===== config.mk =====
export PLATFORM = sky130hd
export DESIGN_NAME = spi_cmd_ctrl
export DESIGN_NICKNAME = d
export VERILOG_FILES = /design/src/rtl/spi_pkg.sv /design/src/rtl/spi_cmd_ctrl.sv
export SDC_FILE = /design/constraint.sdc
export NUM_CORES = 1
export LEC_CHECK = 0
export CAP_MARGIN = 20
export CORE_MARGIN = 1
export CORE_UTILIZATION = 66
export DETAILED_ROUTE_END_ITERATION = 7
export DONT_BUFFER_PORTS = 1
export PLACE_DENSITY = 0.84
export SETUP_SLACK_MARGIN = 0.4
export SYNTH_ARGS = -nofsm -noshare
export SYNTH_HDL_FRONTEND = slang
export SYNTH_SLANG_ARGS = --single-unit

===== constraint.sdc =====
create_clock -name clk -period 2.75 [get_ports clk]
set_clock_uncertainty 0.15 [all_clocks]
set_input_delay 0.55 -clock clk [delete_from_list [all_inputs] [get_ports clk]]
set_output_delay 0.55 -clock clk [all_outputs]
set_load 0.1 [all_outputs]

===== src/rtl/spi_pkg.sv =====
// Shared definitions for the SPI command controller: FSM encoding, default opcodes
// and a saturating counter helper.
package spi_pkg;

  typedef enum logic [2:0] {
    ST_IDLE    = 3'd0,
    ST_ADDR    = 3'd1,
    ST_WDATA   = 3'd2,
    ST_RDATA   = 3'd3,
    ST_DISCARD = 3'd4
  } state_t;

  localparam logic [7:0] OP_WRITE_DEF = 8'h01;
  localparam logic [7:0] OP_READ_DEF  = 8'h02;

  function automatic logic [7:0] sat_inc8(input logic [7:0] v);
    return (v == 8'hFF) ? v : v + 8'd1;
  endfunction

endpackage


===== src/rtl/spi_cmd_ctrl.sv =====
// SPI command decoder: turns a received opcode/address/data byte stream into
// register-bus write and read strobes, returning read data to the SPI transmitter.
module spi_cmd_ctrl
  import spi_pkg::*;
#(
  parameter int unsigned ADDR_W   = 4,
  parameter logic [7:0]  OP_WRITE = OP_WRITE_DEF,
  parameter logic [7:0]  OP_READ  = OP_READ_DEF
) (
  input  logic              clk,
  input  logic              rst,
  input  logic              ssel_active,
  input  logic [7:0]        rx_byte,
  input  logic              rx_valid,
  output logic [ADDR_W-1:0] reg_addr,
  output logic [7:0]        reg_wdata,
  output logic              reg_we,
  output logic              reg_re,
  input  logic [7:0]        reg_rdata,
  output logic [7:0]        tx_byte,
  output logic              tx_load,
  output logic              busy,
  output logic [7:0]        err_cnt
);

  state_t            r_state;
  state_t            w_state_nxt;
  logic              r_rd_mode;
  logic              w_rd_mode_nxt;
  logic [ADDR_W-1:0] r_addr;
  logic [ADDR_W-1:0] w_addr_nxt;
  logic              r_rdata_vld;
  logic              w_rdata_vld_nxt;

  logic [ADDR_W-1:0] w_reg_addr_nxt;
  logic [7:0]        w_reg_wdata_nxt;
  logic              w_reg_we_nxt;
  logic              w_reg_re_nxt;
  logic [7:0]        w_tx_byte_nxt;
  logic              w_tx_load_nxt;
  logic              w_busy_nxt;
  logic [7:0]        w_err_cnt_nxt;

  logic              w_rx;
  logic [ADDR_W-1:0] w_addr_inc;
  logic [ADDR_W-1:0] w_rx_addr;

  assign w_rx       = rx_valid & ssel_active;
  assign w_addr_inc = r_addr + ADDR_W'(1);
  assign w_rx_addr  = rx_byte[ADDR_W-1:0];

  // State register
  always_ff @(posedge clk or posedge rst) begin
    if (rst) r_state <= ST_IDLE;
    else     r_state <= w_state_nxt;
  end

  // Next state and next registered outputs; frame end wins over everything
  always_comb begin
    w_state_nxt     = r_state;
    w_rd_mode_nxt   = r_rd_mode;
    w_addr_nxt      = r_addr;
    w_reg_addr_nxt  = reg_addr;
    w_reg_wdata_nxt = reg_wdata;
    w_reg_we_nxt    = 1'b0;
    w_reg_re_nxt    = 1'b0;
    w_tx_byte_nxt   = tx_byte;
    w_tx_load_nxt   = 1'b0;
    w_err_cnt_nxt   = err_cnt;
    w_rdata_vld_nxt = 1'b0;

    if (!ssel_active) begin
      w_state_nxt = ST_IDLE;
    end else begin
      // Read data arrives the cycle after reg_re; forward it to the transmitter
      if (r_rdata_vld) begin
        w_tx_byte_nxt = reg_rdata;
        w_tx_load_nxt = 1'b1;
      end
      w_rdata_vld_nxt = reg_re;

      unique case (r_state)
        ST_IDLE: begin
          if (w_rx) begin
            if (rx_byte == OP_WRITE) begin
              w_state_nxt   = ST_ADDR;
              w_rd_mode_nxt = 1'b0;
            end else if (rx_byte == OP_READ) begin
              w_state_nxt   = ST_ADDR;
              w_rd_mode_nxt = 1'b1;
            end else begin
              w_state_nxt   = ST_DISCARD;
              w_err_cnt_nxt = sat_inc8(err_cnt);
            end
          end
        end
        ST_ADDR: begin
          if (w_rx) begin
            w_addr_nxt     = w_rx_addr;
            w_reg_addr_nxt = w_rx_addr;
            if (r_rd_mode) begin
              w_state_nxt  = ST_RDATA;
              w_reg_re_nxt = 1'b1;
            end else begin
              w_state_nxt  = ST_WDATA;
            end
          end
        end
        ST_WDATA: begin
          if (w_rx) begin
            w_reg_we_nxt    = 1'b1;
            w_reg_wdata_nxt = rx_byte;
            w_reg_addr_nxt  = r_addr;
            w_addr_nxt      = w_addr_inc;
          end
        end
        ST_RDATA: begin
          // Each dummy byte advances the address and fetches the next register
          if (w_rx) begin
            w_addr_nxt     = w_addr_inc;
            w_reg_addr_nxt = w_addr_inc;
            w_reg_re_nxt   = 1'b1;
          end
        end
        ST_DISCARD: begin
          w_state_nxt = ST_DISCARD;
        end
        default: begin
          w_state_nxt = ST_IDLE;
        end
      endcase
    end

    w_busy_nxt = (w_state_nxt != ST_IDLE);
  end

  // Datapath and output registers
  always_ff @(posedge clk or posedge rst) begin
    if (rst) begin
      r_rd_mode   <= 1'b0;
      r_addr      <= '0;
      r_rdata_vld <= 1'b0;
      reg_addr    <= '0;
      reg_wdata   <= 8'h00;
      reg_we      <= 1'b0;
      reg_re      <= 1'b0;
      tx_byte     <= 8'h00;
      tx_load     <= 1'b0;
      busy        <= 1'b0;
      err_cnt     <= 8'h00;
    end else begin
      r_rd_mode   <= w_rd_mode_nxt;
      r_addr      <= w_addr_nxt;
      r_rdata_vld <= w_rdata_vld_nxt;
      reg_addr    <= w_reg_addr_nxt;
      reg_wdata   <= w_reg_wdata_nxt;
      reg_we      <= w_reg_we_nxt;
      reg_re      <= w_reg_re_nxt;
      tx_byte     <= w_tx_byte_nxt;
      tx_load     <= w_tx_load_nxt;
      busy        <= w_busy_nxt;
      err_cnt     <= w_err_cnt_nxt;
    end
  end

endmodule

==> results of run 1 <==
-- worst paths after layout --
kind | slack [ps] | depth (start not counted) | endpoint
setup / recovery | 710 | 4 | reg_addr[0]
hold / removal | 120 | 1 | r_rd_mode
setup reg to reg | 710 | 4 | reg_addr[0]
hold reg to reg | 380 | 1 | err_cnt[4]
max in group asynchronous | 1180 | 3 | reg_wdata[0]
min in group asynchronous | 540 | 2 | err_cnt[4]
-- critical path, cell delays in order (launching register included) --
cell and delay (ps):
dfrtp_1 520, nor2b_1 700, nor2_1 90, a31o_2 240, a221oi_1 240
-- final cells by class --
cell class	count	area share, %
repair buffers	11	4.13
clock buffers	5	1.82
clock inverters	3	3.34
well taps	30	1.82
flip-flops and latches	41	49.8
inverters	6	1.09
multi-input cells	108	37.9
-- registers in the layout (all words and copies together), names as in the netlist --
name and flops:
reg_re 1, reg_wdata 8, r_addr 4, tx_load 1, tx_byte 8, r_state 3, r_rdata_vld 1, busy 1
r_rd_mode 1, err_cnt 8, reg_we 1, reg_addr 4
-- power by group through the flow --
stage | Combinational, W | Clock [W] | Sequential, W
global placement | 0.000420 | 0 | 0.000767
CTS | 0.000430 | 0.000494 | 0.000760
finish | 0.000428 | 0.000489 | 0.000762
global route | 0.000446 | 0.000515 | 0.000769
detailed placement | 0.000428 | 0 | 0.000772
floorplan | 0.0000896 | 0 | 0.00102
-- cell usage after synthesis, drive strengths merged (2+ instances only) --
| library cell | number |
|---|---|
| ha | 2 |
| dfrtp | 41 |
| a2bb2oi | 3 |
| nor2 | 16 |
| xnor2 | 2 |
| xor2 | 8 |
| o21ai | 6 |
| nor3b | 2 |
| nor4 | 2 |
| nor2b | 2 |
| o211ai | 2 |
| nor4b | 2 |
| nand4 | 3 |
| nand3 | 6 |
| a21oi | 5 |
| nor3 | 3 |
| a31o | 2 |
| nand2 | 11 |
| mux2 | 17 |
| inv | 6 |
| buf | 4 |
-- per-stage QoR --
stage                     std cells  hold WS, ps  worst slack, ps  cell area, um^2  power, W
after detailed placement        195          360              744             1940   0.00120
after global routing            204          120              539             2060   0.00173
final                           204          120              712             2060   0.00168
after CTS                       204          110              718             2060   0.00168
after floorplan                 160          357              428             1860   0.00111
after global placement          195          353              784             1940   0.00119
-- placed cells by master, fill, tap and decap left out, drive strengths merged, types with 2 or more instances in the layout --
master / instances
dfrtp: 41
mux2: 17
nor2: 16
nand2: 11
buf: 10
xor2: 8
inv: 7
o21ai: 6
nand3: 6
a21oi: 5
clkbuf: 5
a2bb2oi: 3
nand4: 3
nor3: 3
nor2b: 2
nor4: 2
nor3b: 2
a31o: 2
xnor2: 2
ha: 2
bufinv: 2
o211ai: 2
nor4b: 2
-- kinds of logic after synthesis --
kind of cell	synth area share [%]
compound gates	9.44
xor+xnor	4.72
fa+ha+maj	1.35
buf+inv	2.63
flops	55.3
mux	10.9
simple gates	15.7
-- layer usage --
layer / GRT usage, % / wire length [um] / share of wire, %
met1: 30.7 / 1460 / 40
met2: 46.4 / 1890 / 51
met3: 8.74 / 228 / 6.2
met4: 15.4 / 94 / 2.6
met5: 0 / 0 / 0
==> flow_summary_export.csv, run 1 <==
group,metric,value,unit
synthesis,synth.distinct_cells,41,
synthesis,synthArstFlopShare,100,%
sta,rsz0062_at_grt,"no",
pwr,p_seq_share,45.4,%
synthesis,synthCells,160,
setup_path,start_kind,"flop",
synthesis,synth.top_cell.area_share,55.3,%
setup_path,worstPathArrival,2150,ps
synthesis,synth_seq_cells,41,
detailed_routing,vias_per_cell,6.32,
floorplan,core,0.00257,mm^2
placed_design,routabilityCongestion,0.850,
synthesis,syn_area,0.00186,mm^2
clocking,clk_path_buf_depth,2,
floorplan,rows,18,
min_path,worstHoldStart,"rx_byte[0]",
setup_path,worst_ep_required_time,2860,ps
sta,relSlewSlack,38.4,%
synthesis,syn_avg_cell_area,11.6,um^2
synthesis,yosysWarnings,0,
sta,period_minus_slack,2040,ps
layout,area_growth_syn_to_layout,10.9,%
sta,fin_setup_tns,0,ps
pwr,power_density,816,mW/mm^2
synthesis,synth-edff-count,0,
floorplan,die_w,55.0,um
synthesis,synth.net_count,182,
pwr,power.internal,0.00103,W
layout,finalCoreUtilization,80.2,%
layout,seq_area,0.00103,mm^2
synthesis,synth.yosys.seq_area_share,55.3,%
sta,finalSetupViolCount,0,
setup_path,endpoint_kind,"flop",
global_routing,grt_pass1_wl,5620,um
run_status,outcome,"finished clean",
sta,max_freq,0.491,GHz
setup_path,critical_path.startpoint,"r_state[1]",
floorplan,ios,52,
detailed_routing,avgRoutedWirePerCell,18.0,um
floorplan,start_util,72.3,%
min_path,hold_path.class,"input port to flop",
floorplan,design.die.area,0.00303,mm^2
synthesis,synth_largest_area_cell,"dfrtp_1",
layout,nets,195,
pwr,pwr-share-clk,29.1,%
synthesis,synth_ff_type,"dfrtp_1",
floorplan,dieHeight,55.0,um
layout,layout-drive-gt1-share,24.1,%
layout,n_antenna_cell,0,
detailed_routing,wirelength,3670,um
clocking,root_buffer,"clkbuf_4",
pwr,p_comb_share,25.5,%
detailed_routing,drc_errors,0,
global_routing,grt_start_max_net_pins,27,
sta,worst_slew_pin_slew,924,ps
layout,multi_input_area,781,um^2
clocking,post_cts_buffers,0,
sta,final-hold-violation-count,0,
clocking,cts_tree,"yes",
clocking,cts_made_buffers,5,
pwr,switching_share,38.8,%
setup_path,r2r_start,"r_state[1]",
placed_design,hpwl,2600,um
job,cap_violations,0,
global_routing,grt_pass1_vias,1224,
detailed_routing,drt_iter0_drc,17,
global_routing,grt_usage,27.6,%
sta,fin_crit_sh,74.1,%
detailed_routing,ant_nets,0,
global_routing,antenna_found_initial,0,
clocking,clk_pin_slew,120,ps
pwr,power.leakage,1.00,nW
setup_path,cp_max_fo,12,
detailed_routing,dr.pass1.iters,4,
clocking,cts_resized,0,
global_routing,overflow,0,
detailed_routing,route.vias.total,1290,
sta,slew_violations,0,
clocking,cts.sinks,41,
layout,n_fill_cell,165,
clocking,h-tree-depth,2,
clocking,clk_latency,350,ps
clocking,cts_hold_buffers,1,
pwr,ir_worst_vdd,0.000965,V
placed_design,port-buffer-count,0,
synthesis,synthTopCellsByArea,"dfrtp_1 55%, mux2_2 10%, xor2_1 3.8%",
setup_path,crit_type,"flop to flop",
pwr,p_sw,0.000652,W
(Power assumes the default switching activity.)
==> run 2: changes to the inputs <==
--- a/config.mk
+++ b/config.mk
@@ -7,10 +7,10 @@
 export LEC_CHECK = 0
 export CAP_MARGIN = 20
 export CORE_MARGIN = 1
-export CORE_UTILIZATION = 66
+export CORE_UTILIZATION = 55
 export DETAILED_ROUTE_END_ITERATION = 7
 export DONT_BUFFER_PORTS = 1
-export PLACE_DENSITY = 0.84
+export PLACE_DENSITY = 0.75
 export SETUP_SLACK_MARGIN = 0.4
 export SYNTH_ARGS = -nofsm -noshare
 export SYNTH_HDL_FRONTEND = slang
==> constraint.sdc (replaced) <==
create_clock -name clk -period 1.74 [get_ports clk]
set_clock_uncertainty 0.15 [all_clocks]
set_input_delay 0.348 -clock clk [delete_from_list [all_inputs] [get_ports clk]]
set_output_delay 0.348 -clock clk [all_outputs]
set_load 0.1 [all_outputs]
==> run 2 against run 1 <==
Effect of this change:
- the flow now stops in 5_1_grt
- synthesized area did not move
- synthesized cell count unchanged
==> flow_summary_export.csv, run 2 <==
group,metric,value,unit
synthesis,synth.top_cell.area_share,55.3,%
synthesis,synthCells,160,
synthesis,yosysWarnings,0,
synthesis,syn_area,0.00186,mm^2
placed_design,placed_cell_area,0.00216,mm^2
placed_design,hpwl,2710,um
synthesis,synthTopCellsByArea,"dfrtp_1 55%, mux2_2 10%, xor2_1 3.8%",
global_routing,grt_usage,80.6,%
floorplan,ios,52,
synthesis,synthArstFlopShare,100,%
floorplan,start_util,59.3,%
floorplan,dieHeight,60.1,um
synthesis,synth_ff_type,"dfrtp_1",
global_routing,overflow,53,
sta,postGrtWorstEndpoint,"err_cnt[0]",
run_status,run.stop_error,"[ERROR GRT-0232] Routing congestion too high. Check the congestion heatmap in the GUI.",
global_routing,antenna_found_initial,1,
global_routing,grt_start_max_net_pins,25,
synthesis,synth_common_cells,"41 x dfrtp_1, 17 x mux2_2, 15 x nor2_1",
clocking,root_buffer,"clkbuf_4",
synthesis,synth.distinct_cells,41,
placed_design,routabilityCongestion,0.794,
run_status,lastStage,"5_1_grt",
synthesis,synth_largest_area_cell,"dfrtp_1",
clocking,cts.sinks,41,
synthesis,synth.net_count,182,
synthesis,syn_avg_cell_area,11.6,um^2
clocking,clk_path_buf_depth,2,
clocking,cts_made_buffers,5,
synthesis,synth_seq_cells,41,
synthesis,synth.yosys.seq_area_share,55.3,%
placed_design,port-buffer-count,0,
run_status,outcome,"did not finish",
synthesis,synth-edff-count,0,
floorplan,rows,20,
clocking,h-tree-depth,2,
synthesis,yosysMostFrequentCell,"dfrtp_1",
floorplan,die_w,60.1,um
sta,worstEndpointType,"primary output",
-- run 2: cell counts after synthesis --
Identical to the previous run, type by type.
-- run 2: what timing repair did --
item | in CTS
pin swaps | 15
cloned | 2
buffers inserted | 22
hold buffers | 17
resized for setup | 60
endpoints found under the setup margin | 57
hold endpoints to repair | 41
-- run 2: per-layer routing --
| metal | GRT overflow | global-route usage [%] |
|---|---|---|
| met5 | 0 | 31.7 |
| met4 | 24 | 90.0 |
| met2 | 29 | 96.2 |
| met1 | 0 | 77.5 |
| met3 | 0 | 64.5 |
-- run 2: stage by stage --
step / util [%] / TNS, ps / cells / setup WS [ps]
CTS: 89.4 / 0 / 263 / 114
global placement: 69.1 / 0 / 214 / 50.6
detailed placement: 69.1 / 0 / 214 / 18.9
floorplan: - / -77.3 / 160 / -53.3
-- run 2: cell families after synthesis --
group	Yosys count	share of synthesized area, %
fa+ha+maj	2	1.35
mux	18	10.9
flops	41	55.3
buf+inv	11	2.63
simple gates	53	15.7
compound gates	25	9.44
xor+xnor	10	4.72
==> run 3: changes to the inputs <==
--- a/config.mk
+++ b/config.mk
@@ -7,11 +7,10 @@
 export LEC_CHECK = 0
 export CAP_MARGIN = 20
 export CORE_MARGIN = 1
-export CORE_UTILIZATION = 55
+export CORE_UTILIZATION = 40
 export DETAILED_ROUTE_END_ITERATION = 7
 export DONT_BUFFER_PORTS = 1
-export PLACE_DENSITY = 0.75
-export SETUP_SLACK_MARGIN = 0.4
+export PLACE_DENSITY_LB_ADDON = 0.15
 export SYNTH_ARGS = -nofsm -noshare
 export SYNTH_HDL_FRONTEND = slang
 export SYNTH_SLANG_ARGS = --single-unit
==> constraint.sdc (replaced) <==
create_clock -name clk -period 2.26 [get_ports clk]
set_clock_uncertainty 0.15 [all_clocks]
set_input_delay 0.452 -clock clk [delete_from_list [all_inputs] [get_ports clk]]
set_output_delay 0.452 -clock clk [all_outputs]
set_load 0.1 [all_outputs]
==> run 3 against run 2 <==
Effect of this change:
- the run now ends clean
==> flow_summary_export.csv, run 3 (same netlist as run 1, synthesis figures left out) <==
group,metric,value,unit
run_status,outcome,"finished clean",
floorplan,start_util,42.0,%
sta,period_minus_slack,1860,ps
clocking,clk_pin_slew,70,ps
layout,area_growth_syn_to_layout,16.3,%
setup_path,crit_chain,"nand2b_2, nor3_4, mux2_2",
detailed_routing,drt_iter0_drc,60,
pwr,power.leakage,1.05,nW
pwr,power,0.00191,W
setup_path,r2r_cells,3,
placed_design,port-buffer-count,0,
clocking,root_buffer,"clkbuf_8",
sta,max_freq,0.537,GHz
global_routing,overflow,0,
sta,fin_crit_sh,82.3,%
floorplan,rows,24,
min_path,hold_depth,1,
detailed_routing,route.vias.total,1303,
layout,final_common_cell,"dfrtp_1",
min_path,worstHoldStart,"rx_byte[0]",
setup_path,regToRegSetupSlack,400,ps
clocking,cts_made_buffers,5,
placed_design,routabilityCongestion,0.812,
layout,top_regs,"err_cnt x8, reg_wdata x8, tx_byte x8",
global_routing,grt_pass1_vias,1322,
pwr,ir_worst_vdd,0.000386,V
detailed_routing,ant_nets,0,
placed_design,hpwl,2640,um
sta,final-hold-violation-count,0,
floorplan,die_w,70.1,um
clocking,cts_tree,"yes",
setup_path,slowest_delay,460,ps
detailed_routing,avgRoutedWirePerCell,15.4,um
setup_path,r2r_start,"r_state[2]",
setup_path,worst_path_max_delay_cell,"dfrtp_1",
sta,whs,96.4,ps
setup_path,endpoint_kind,"flop",
floorplan,ios,52,
layout,layout-drive-gt1-share,29.2,%
detailed_routing,wirelength,3660,um
setup_path,timing.rr.end,"reg_wdata[2]",
setup_path,critical_path.startpoint,"r_state[2]",
pwr,power_density,885,mW/mm^2
sta,worst_slew_pin_slew,910,ps
min_path,min_delay_worst_endpoint,"r_rd_mode",
global_routing,grt_start_max_net_pins,28,
clocking,cts_resized,0,
job,cap_violations,0,
clocking,cts.sinks,41,
setup_path,crit_type,"flop to flop",
sta,fin_setup_tns,0,ps
detailed_routing,dr.pass1.iters,4,
setup_path,worstPathArrival,1880,ps
global_routing,grt_pass1_wl,6240,um
clocking,h-tree-depth,2,
clocking,clk_path_buf_depth,2,
setup_path,cp_max_fo,10,
global_routing,antenna_found_initial,0,
global_routing,grt_usage,16.1,%
min_path,hold_path.class,"input port to flop",
sta,slew_violations,0,
setup_path,start_kind,"flop",
clocking,clk_latency,280,ps
sta,finalSetupViolCount,0,
detailed_routing,drc_errors,0,
setup_path,cpLargestDelayFamily,"simple AND/OR/NAND/NOR gates",
layout,nets,206,
sta,rsz0062_at_grt,"no",
layout,n_fill_cell,402,
detailed_routing,vias_per_cell,5.50,
floorplan,dieHeight,70.1,um
floorplan,core,0.00441,mm^2
floorplan,design.die.area,0.00492,mm^2
sta,relSlewSlack,39.3,%
layout,n_antenna_cell,0,
layout,final_cell_mix,"39 x dfrtp_1, 19 x buf_4, 17 x mux2_2",
setup_path,worst_ep_required_time,2280,ps
setup_path,critical_path_buf_inv_count,0,
## run 3: layout make-up
cell class	instances	area (um^2)	area share (%)
Clock inverter	2	10.0	0.464
Clock buffer	6	72.6	3.36
Multi-Input combinational cell	108	781	36.2
Timing Repair Buffer	22	178	8.24
Inverter	6	22.5	1.04
Tap cell	52	65.1	3.02
Sequential cell	41	1030	47.7
## run 3: how the worst max path moves through the flow
stage                     slack [ps]  depth (start not counted)           end
final                            400                          3  reg_wdata[2]
after floorplan                   30                          4    err_cnt[1]
after CTS                        290                          3     r_addr[2]
after detailed placement         300                          3     r_addr[2]
after global routing             280                          5   reg_addr[2]
after global placement           390                          3     r_addr[2]
## run 3: power breakdown
| group | switching [W] | internal, W |
|---|---|---|
| clock network | 0.000239 | 0.000214 |
| logic | 0.000421 | 0.000124 |
| registers | 0.000119 | 0.000790 |
## run 3: metrics by stage
| stage | cells | setup slack (ps) | area [um^2] | util [%] |
|---|---|---|---|---|
| final | 237 | 399 | 2160 | 48.9 |
| after global routing | 237 | 281 | 2160 | 48.9 |
| after CTS | 236 | 291 | 2150 | 48.8 |
| after detailed placement | 227 | 301 | 2060 | 46.7 |
| after global placement | 227 | 385 | 2060 | 46.7 |
| after floorplan | 160 | 27.2 | 1860 | - |
## run 3: routing by layer
| metal | wire, um | share of wire, % | vias up | track usage, % |
|---|---|---|---|---|
| met5 | 0 | 0 | - | 0 |
| met4 | 27 | 0.74 | 0 | 5.33 |
| met3 | 255 | 7.0 | 4 | 5.48 |
| met2 | 1810 | 49 | 44 | 25.5 |
| met1 | 1570 | 43 | 646 | 20.6 |
| li1 | - | - | 609 | - |
## run 3: what timing repair did
action / in CTS / in global routing
hold buffers: 1 / 0
hold endpoints to repair: 14 / 0
setup buffers: 0 / 0
